**src/rtl/grant_dec_pkg.sv**
```systemverilog
// Shared types, widths and the one-hot decode for the grant decoder.
package grant_dec_pkg;

  localparam int unsigned CODE_W  = 2;
  localparam int unsigned GRANT_W = 4;
  localparam int unsigned CNT_W   = 8;
  localparam int unsigned COUNT_W = 8;

  typedef enum logic [1:0] {
    IDLE  = 2'd0,
    GRANT = 2'd1,
    GAP   = 2'd2
  } state_t;

  // Binary code to one-hot grant vector.
  function automatic logic [GRANT_W-1:0] decode_onehot(input logic [CODE_W-1:0] code);
    return GRANT_W'(1) << code;
  endfunction

endpackage

```
**src/rtl/dec_hold_cnt.sv**
```systemverilog
// Loadable hold/gap down-counter with a registered zero flag.
// Ports:
//   clk, rst_n  - clock and synchronous active-low reset
//   load        - load load_value this cycle (wins over dec)
//   load_value  - value to load
//   dec         - decrement enable; saturates at zero
//   zero        - counter currently holds 0
module dec_hold_cnt
  import grant_dec_pkg::*;
(
  input  logic             clk,
  input  logic             rst_n,
  input  logic             load,
  input  logic [CNT_W-1:0] load_value,
  input  logic             dec,
  output logic             zero
);

  logic [CNT_W-1:0] count;

  // zero tracks the value count takes at the same edge, so it stays a flop.
  always_ff @(posedge clk) begin
    if (!rst_n) begin
      count <= '0;
      zero  <= 1'b1;
    end else if (load) begin
      count <= load_value;
      zero  <= (load_value == '0);
    end else if (dec && !zero) begin
      count <= count - CNT_W'(1);
      zero  <= (count == CNT_W'(1));
    end
  end

endmodule

```
**src/rtl/grant_decoder.sv**
```systemverilog
// Decodes an accepted 2-bit code into a one-hot grant held for HOLD_CYCLES,
// followed by GAP_CYCLES dead cycles before the next code is accepted.
// Ports:
//   clk, rst_n     - clock and synchronous active-low reset
//   code_in        - encoded index from the upstream priority encoder
//   code_valid     - code_in valid this cycle
//   code_ready     - block accepts a code this cycle (high only in IDLE)
//   grant_release  - early termination of the active grant
//   grant          - registered one-hot grant
//   grant_active   - registered (grant != 0)
//   grant_count    - grants issued, wraps modulo 256
module grant_decoder
  import grant_dec_pkg::*;
#(
  parameter int unsigned HOLD_CYCLES = 4,
  parameter int unsigned GAP_CYCLES  = 1
) (
  input  logic               clk,
  input  logic               rst_n,
  input  logic [CODE_W-1:0]  code_in,
  input  logic               code_valid,
  output logic               code_ready,
  input  logic               grant_release,
  output logic [GRANT_W-1:0] grant,
  output logic               grant_active,
  output logic [COUNT_W-1:0] grant_count
);

  localparam logic             HAS_GAP   = (GAP_CYCLES != 0);
  localparam logic [CNT_W-1:0] HOLD_LOAD = CNT_W'(HOLD_CYCLES - 1);
  localparam logic [CNT_W-1:0] GAP_LOAD  = HAS_GAP ? CNT_W'(GAP_CYCLES - 1) : '0;

  state_t            state;
  logic [CODE_W-1:0] code_q;
  logic              cnt_zero;
  logic              transfer;
  logic              grant_exit;
  logic              cnt_load;
  logic              cnt_dec;
  logic [CNT_W-1:0]  cnt_load_value;

  // Release and expiry collapse into one exit condition.
  assign transfer       = code_valid && code_ready;
  assign grant_exit     = (state == GRANT) && (cnt_zero || grant_release);
  assign cnt_load       = transfer || (grant_exit && HAS_GAP);
  assign cnt_load_value = transfer ? HOLD_LOAD : GAP_LOAD;
  assign cnt_dec        = ((state == GRANT) && !grant_exit) ||
                          ((state == GAP) && !cnt_zero);

  dec_hold_cnt u_hold_cnt (
    .clk        (clk),
    .rst_n      (rst_n),
    .load       (cnt_load),
    .load_value (cnt_load_value),
    .dec        (cnt_dec),
    .zero       (cnt_zero)
  );

  // FSM with registered grant, ready and count outputs.
  always_ff @(posedge clk) begin
    if (!rst_n) begin
      state        <= IDLE;
      code_q       <= '0;
      grant        <= '0;
      grant_active <= 1'b0;
      grant_count  <= '0;
      code_ready   <= 1'b1;
    end else begin
      case (state)
        IDLE: begin
          if (transfer) begin
            state        <= GRANT;
            code_q       <= code_in;
            grant        <= decode_onehot(code_in);
            grant_active <= 1'b1;
            code_ready   <= 1'b0;
            grant_count  <= grant_count + COUNT_W'(1);
          end
        end
        GRANT: begin
          if (grant_exit) begin
            grant        <= '0;
            grant_active <= 1'b0;
            if (HAS_GAP) begin
              state <= GAP;
            end else begin
              state      <= IDLE;
              code_ready <= 1'b1;
            end
          end else begin
            grant        <= decode_onehot(code_q);
            grant_active <= 1'b1;
          end
        end
        GAP: begin
          if (cnt_zero) begin
            state      <= IDLE;
            code_ready <= 1'b1;
          end
        end
        default: begin
          state        <= IDLE;
          grant        <= '0;
          grant_active <= 1'b0;
          code_ready   <= 1'b1;
        end
      endcase
    end
  end

endmodule

```
**config.mk**
```make
export PLATFORM = sky130hd
export DESIGN_NAME = grant_decoder
export DESIGN_NICKNAME = d
export VERILOG_FILES = /design/src/rtl/grant_dec_pkg.sv /design/src/rtl/dec_hold_cnt.sv /design/src/rtl/grant_decoder.sv
export SDC_FILE = /design/constraint.sdc
export NUM_CORES = 1
export LEC_CHECK = 0
export ABC_AREA = 1
export BUFFER_PORTS_ARGS = -buffer_cell sky130_fd_sc_hd__buf_2
export CAP_MARGIN = 20
export CORE_AREA = 2 2 62 46
export CTS_CLUSTER_SIZE = 25
export DETAILED_ROUTE_END_ITERATION = 8
export DIE_AREA = 0 0 64 48
export PLACE_DENSITY = 0.75
export SETUP_SLACK_MARGIN = 0.2
export SYNTH_ARGS = -nofsm -noshare
export SYNTH_HDL_FRONTEND = slang
export SYNTH_SLANG_ARGS = --single-unit
```
**constraint.sdc**
```tcl
create_clock -name clk -period 1.55 [get_ports clk]
set_input_delay 0.155 -clock clk [delete_from_list [all_inputs] [get_ports clk]]
set_output_delay 0.155 -clock clk [all_outputs]
set_load 0.01 [all_outputs]
```
==> run summary <==
Buffers placed on the I/O ports in this run total 19. The clock latency on the worst-skew pair is 320 ps. Measured along the y axis, the die boundary spans 48 µm. The die outline area is 3072 µm². The cell area power density came out at 995.8 nW/µm².

Measured along the x axis, the die boundary spans 64 µm. The cell area after layout came out at 1528 µm². The cell count after placement came out at 244.

The tree is rooted in a sky130_fd_sc_hd__clkbuf_4. The number of different library cells used by synthesis comes to 24. The worst hold path belongs to the class input pin to register. Counting stages on the worst path, the most repeated cell is sky130_fd_sc_hd__nand2_1.

The global placement routability congestion came out at 0.8715. After layout, the minimum clock period comes to 1298 ps. The number of detailed-routing iterations run before antenna repair is 4. The residual DRC count came out at 0. After detailed routing, the average wire length per cell comes to 11.09 µm. The clock-pin slew reported for the worst setup and hold paths after clock tree synthesis is 140 ps. The worst path arrival time came out at 1570 ps. The average cell area after synthesis came out at 6.901 µm². Setup repair after global routing could not meet its margin everywhere. The area inside the core boundary came out at 2421 µm².

Traced cell by cell, the critical path runs through nor2_4 > nand2_4 > buf_4 > nor3_4 > nand2_1 > nand2_1 > nand2_1 > nor2_1. The total leakage power is 0.0007519 µW. The initial antenna violation count came out at 0. The number of nets in the synthesized netlist came out at 199. The number of DRC markers after the initial detailed-route iteration is 61. The number of standard cells in the final layout excluding fillers is 250.

The flow ran to the end, and the final reports show no timing, DRC or antenna violations. The clock tree buffer depth is 2. Entering global routing, the biggest net connects 15 pins.

The final core utilization is 63.10%. Once detail routing completed, the nets flagged for antenna violations numbered 0. The number of global-route vias before repair came to 1112.

The headroom to the max-slew limit is 75.16%. The number of hold-slack violations in the final timing report is 0. The total vias in the final route is 1272. The final wirelength came out at 2773 µm. Dividing the detail-routed via count by the number of cells gives 5.088. The global-route met1 utilization is 22.97%. In this run the cell area measured after placement is 1460 µm². The net total in the final layout came out at 226. The cell class contributing the biggest share of worst-path delay is simple AND/OR/NAND/NOR gates. The part of the cycle the worst path needs came out at 83.75%. The starting density of the core is 54.16%.

The sequential-to-total area share from yosys stat is 41.22%. The critical path in this run is classified as register to register. The area added between synthesis and finish came out at 16.51%.

The number of antenna diodes in the final layout is 0. STA classifies the critical path startpoint as a register. The fraction of met2 tracks used by global routing is 35.83%. The total of endpoints with negative setup slack in the final report came out at 0. The total grt overflow is 0. The number of buffers created by CTS came out at 3. The delay of the slowest cell on the worst path is 400 ps. The number of max-slew violations in the final report came out at 0. The completed layout was analyzed and its total power is 1521 µW.

STA classifies the critical path endpoint as a register. The total number of H-tree levels is 1. The number of sinks handled by clock tree synthesis is 27.

The clock tree skew after final layout is 4.400 ps. Across every metal layer, demand over resource in global routing totals 19.47%. The number of cell rows is 15.

The warning count from the yosys run is 0. The TritonCTS clock tree is built. The half-perimeter wire length of the detailed placement result is 2095 µm. The sum of buffers and inverters on the critical path is 1. The library cell contributing the largest single delay on the critical path is sky130_fd_sc_hd__dfxtp_4.

The data required time of the critical path is 1820 ps. In this run the worst path has a maximum fanout of 6. The met3 demand-to-capacity share in global routing came out at 5.176%. The peak supply drop is 0.4322 mV. The share of cells above drive strength 1 is 20.37%.

The first global-routing pass estimated 4533 µm of wire. The timing-limited maximum frequency is 770.3 MHz. Setup total negative slack on the finished layout was measured at 0 ps. After global routing, the most crowded layer is met2. The number of cells produced by synthesis is 190. The slew at the pin closest to its max-slew limit is 372.3 ps. The tool flagged a number of max-cap violations equal to 0. The cell area after synthesis is 1311 µm². The I/O pin count came out at 20. The number of synthesized register bits came out at 27.
## report_power, final
part	total [µW]	internal, µW	switching [µW]
registers	809	758	51.4
clock network	303	101	202
logic	409	162	247
total	1520	1020	501
## final timing paths
check / from / to / slack, ps / depth (start not counted)
hold reg to reg: grant[3]$_SDFFE_PN0P_ / grant[3]$_SDFFE_PN0P_ / 470 / 2
setup / recovery: state[1]$_SDFFE_PN0P_ / grant_count[6]$_SDFFE_PN0P_ / 250 / 8
hold / removal: rst_n / code_ready$_SDFFE_PN1P_ / 140 / 2
setup reg to reg: state[1]$_SDFFE_PN0P_ / grant_count[6]$_SDFFE_PN0P_ / 250 / 8
## final cells by class
| type | instances | area, µm² |
|---|---|---|
| fill | 212 | 893.4 |
| multi-input combinational | 130 | 659.4 |
| sequential | 27 | 546.8 |
| tap | 34 | 42.54 |
| inverter | 30 | 112.6 |
| clock buffer | 4 | 26.28 |
| timing repair buffer | 25 | 140.1 |
## cell usage after synthesis
cell type	instances	area, µm²
sky130_fd_sc_hd__ha_1	3	37.54
sky130_fd_sc_hd__nor2_1	23	86.33
sky130_fd_sc_hd__nand3_1	14	70.07
sky130_fd_sc_hd__a31o_2	1	8.760
sky130_fd_sc_hd__nor3_4	1	16.27
sky130_fd_sc_hd__a21oi_1	17	85.08
sky130_fd_sc_hd__clkbuf_1	2	7.510
sky130_fd_sc_hd__o211ai_1	1	7.510
sky130_fd_sc_hd__o21a_1	1	7.510
sky130_fd_sc_hd__o211ai_2	1	12.51
sky130_fd_sc_hd__nor3_1	1	5.000
sky130_fd_sc_hd__dfxtp_1	27	540.5
sky130_fd_sc_hd__nand3b_1	1	7.510
sky130_fd_sc_hd__nand4_1	1	6.260
sky130_fd_sc_hd__nor3b_2	1	12.51
sky130_fd_sc_hd__o21ai_1	2	10.01
sky130_fd_sc_hd__nand2_1	48	180.2
sky130_fd_sc_hd__a31oi_1	1	6.260
sky130_fd_sc_hd__xor2_1	2	17.52
sky130_fd_sc_hd__nor2_4	1	11.26
sky130_fd_sc_hd__o21ai_0	9	45.04
sky130_fd_sc_hd__inv_1	30	112.6
sky130_fd_sc_hd__buf_6	1	11.26
sky130_fd_sc_hd__nor2_2	1	6.260
## cell usage in the layout (no fill, tap or decap)
| master | instances |
|---|---|
| sky130_fd_sc_hd__nand2_1 | 45 |
| sky130_fd_sc_hd__inv_1 | 28 |
| sky130_fd_sc_hd__dfxtp_1 | 24 |
| sky130_fd_sc_hd__nor2_1 | 22 |
| sky130_fd_sc_hd__buf_2 | 19 |
| sky130_fd_sc_hd__a21oi_1 | 17 |
| sky130_fd_sc_hd__nand3_1 | 13 |
| sky130_fd_sc_hd__o21ai_0 | 9 |
| sky130_fd_sc_hd__buf_4 | 6 |
| sky130_fd_sc_hd__ha_1 | 3 |
| sky130_fd_sc_hd__clkbuf_4 | 3 |
| sky130_fd_sc_hd__inv_2 | 2 |
| sky130_fd_sc_hd__nor2_2 | 2 |
| sky130_fd_sc_hd__xor2_1 | 2 |
| sky130_fd_sc_hd__nand2_2 | 2 |
| sky130_fd_sc_hd__o21ai_1 | 2 |
| sky130_fd_sc_hd__dfxtp_2 | 2 |
| sky130_fd_sc_hd__nor2_4 | 1 |
| sky130_fd_sc_hd__nand2_4 | 1 |
| sky130_fd_sc_hd__nor3_4 | 1 |
| sky130_fd_sc_hd__a31oi_1 | 1 |
| sky130_fd_sc_hd__o21a_1 | 1 |
| sky130_fd_sc_hd__nand3_2 | 1 |
| sky130_fd_sc_hd__o211ai_2 | 1 |
| sky130_fd_sc_hd__nor3_1 | 1 |
| sky130_fd_sc_hd__o211ai_1 | 1 |
| sky130_fd_sc_hd__a31o_2 | 1 |
| sky130_fd_sc_hd__nand3b_1 | 1 |
| sky130_fd_sc_hd__nand4_1 | 1 |
| sky130_fd_sc_hd__nor3b_2 | 1 |
| sky130_fd_sc_hd__clkbuf_1 | 1 |
| sky130_fd_sc_hd__dfxtp_4 | 1 |
## cells by family (layout without fill, tap and decap cells)
logic type	Yosys count	after routing	synth area share (%)
fa+ha+maj	3	3	2.863
flops	27	27	41.22
compound gates	33	33	13.93
simple gates	92	92	30.63
buf+inv	33	59	10.02
xor+xnor	2	2	1.336
## repair_timing
| item | CTS | global route |
|---|---|---|
| setup buffers | 0 | 2 |
| pin swaps | 0 | 1 |
| hold buffers | 0 | 0 |
| endpoints found under the hold margin | 0 | 0 |
| setup endpoints to repair | 5 | 17 |
| cloned | 0 | 0 |
| gates resized for setup | 3 | 9 |
## layer usage
metal  wire [µm]  up-vias  part of all wire (%)
met5           0        -                     0
met4          31        0                   1.1
met3         137        5                   4.9
met2        1273       31                    46
met1        1331      580                    48
li1            -      656                     -
## registers in the layout, indices dropped and copies added (netlist names)
signal            cells
code_q                2
grant                 4
state                 2
u_hold_cnt.zero       1
grant_active          1
code_ready            1
grant_count           8
u_hold_cnt.count      8
## stage by stage
step / worst slack (ps) / hold slack [ps]
finish: 251.9 / 140.8
floorplan: 277.5 / 295.6
global route: 168.5 / 141.1
detailed placement: 154.9 / 454.0
global placement: 219.4 / 442.4
CTS: 210.1 / 131.9
## worst reg2reg max path, cell delays in order, from the launching register on
cell and delay, ps:
sky130_fd_sc_hd__dfxtp_4 400, sky130_fd_sc_hd__nor2_4 170, sky130_fd_sc_hd__nand2_4 90, sky130_fd_sc_hd__buf_4 170, sky130_fd_sc_hd__nor3_4 140, sky130_fd_sc_hd__nand2_1 80, sky130_fd_sc_hd__nand2_1 60, sky130_fd_sc_hd__nand2_1 50
sky130_fd_sc_hd__nor2_1 90
Note: power is estimated with default switching activity, not from simulation.
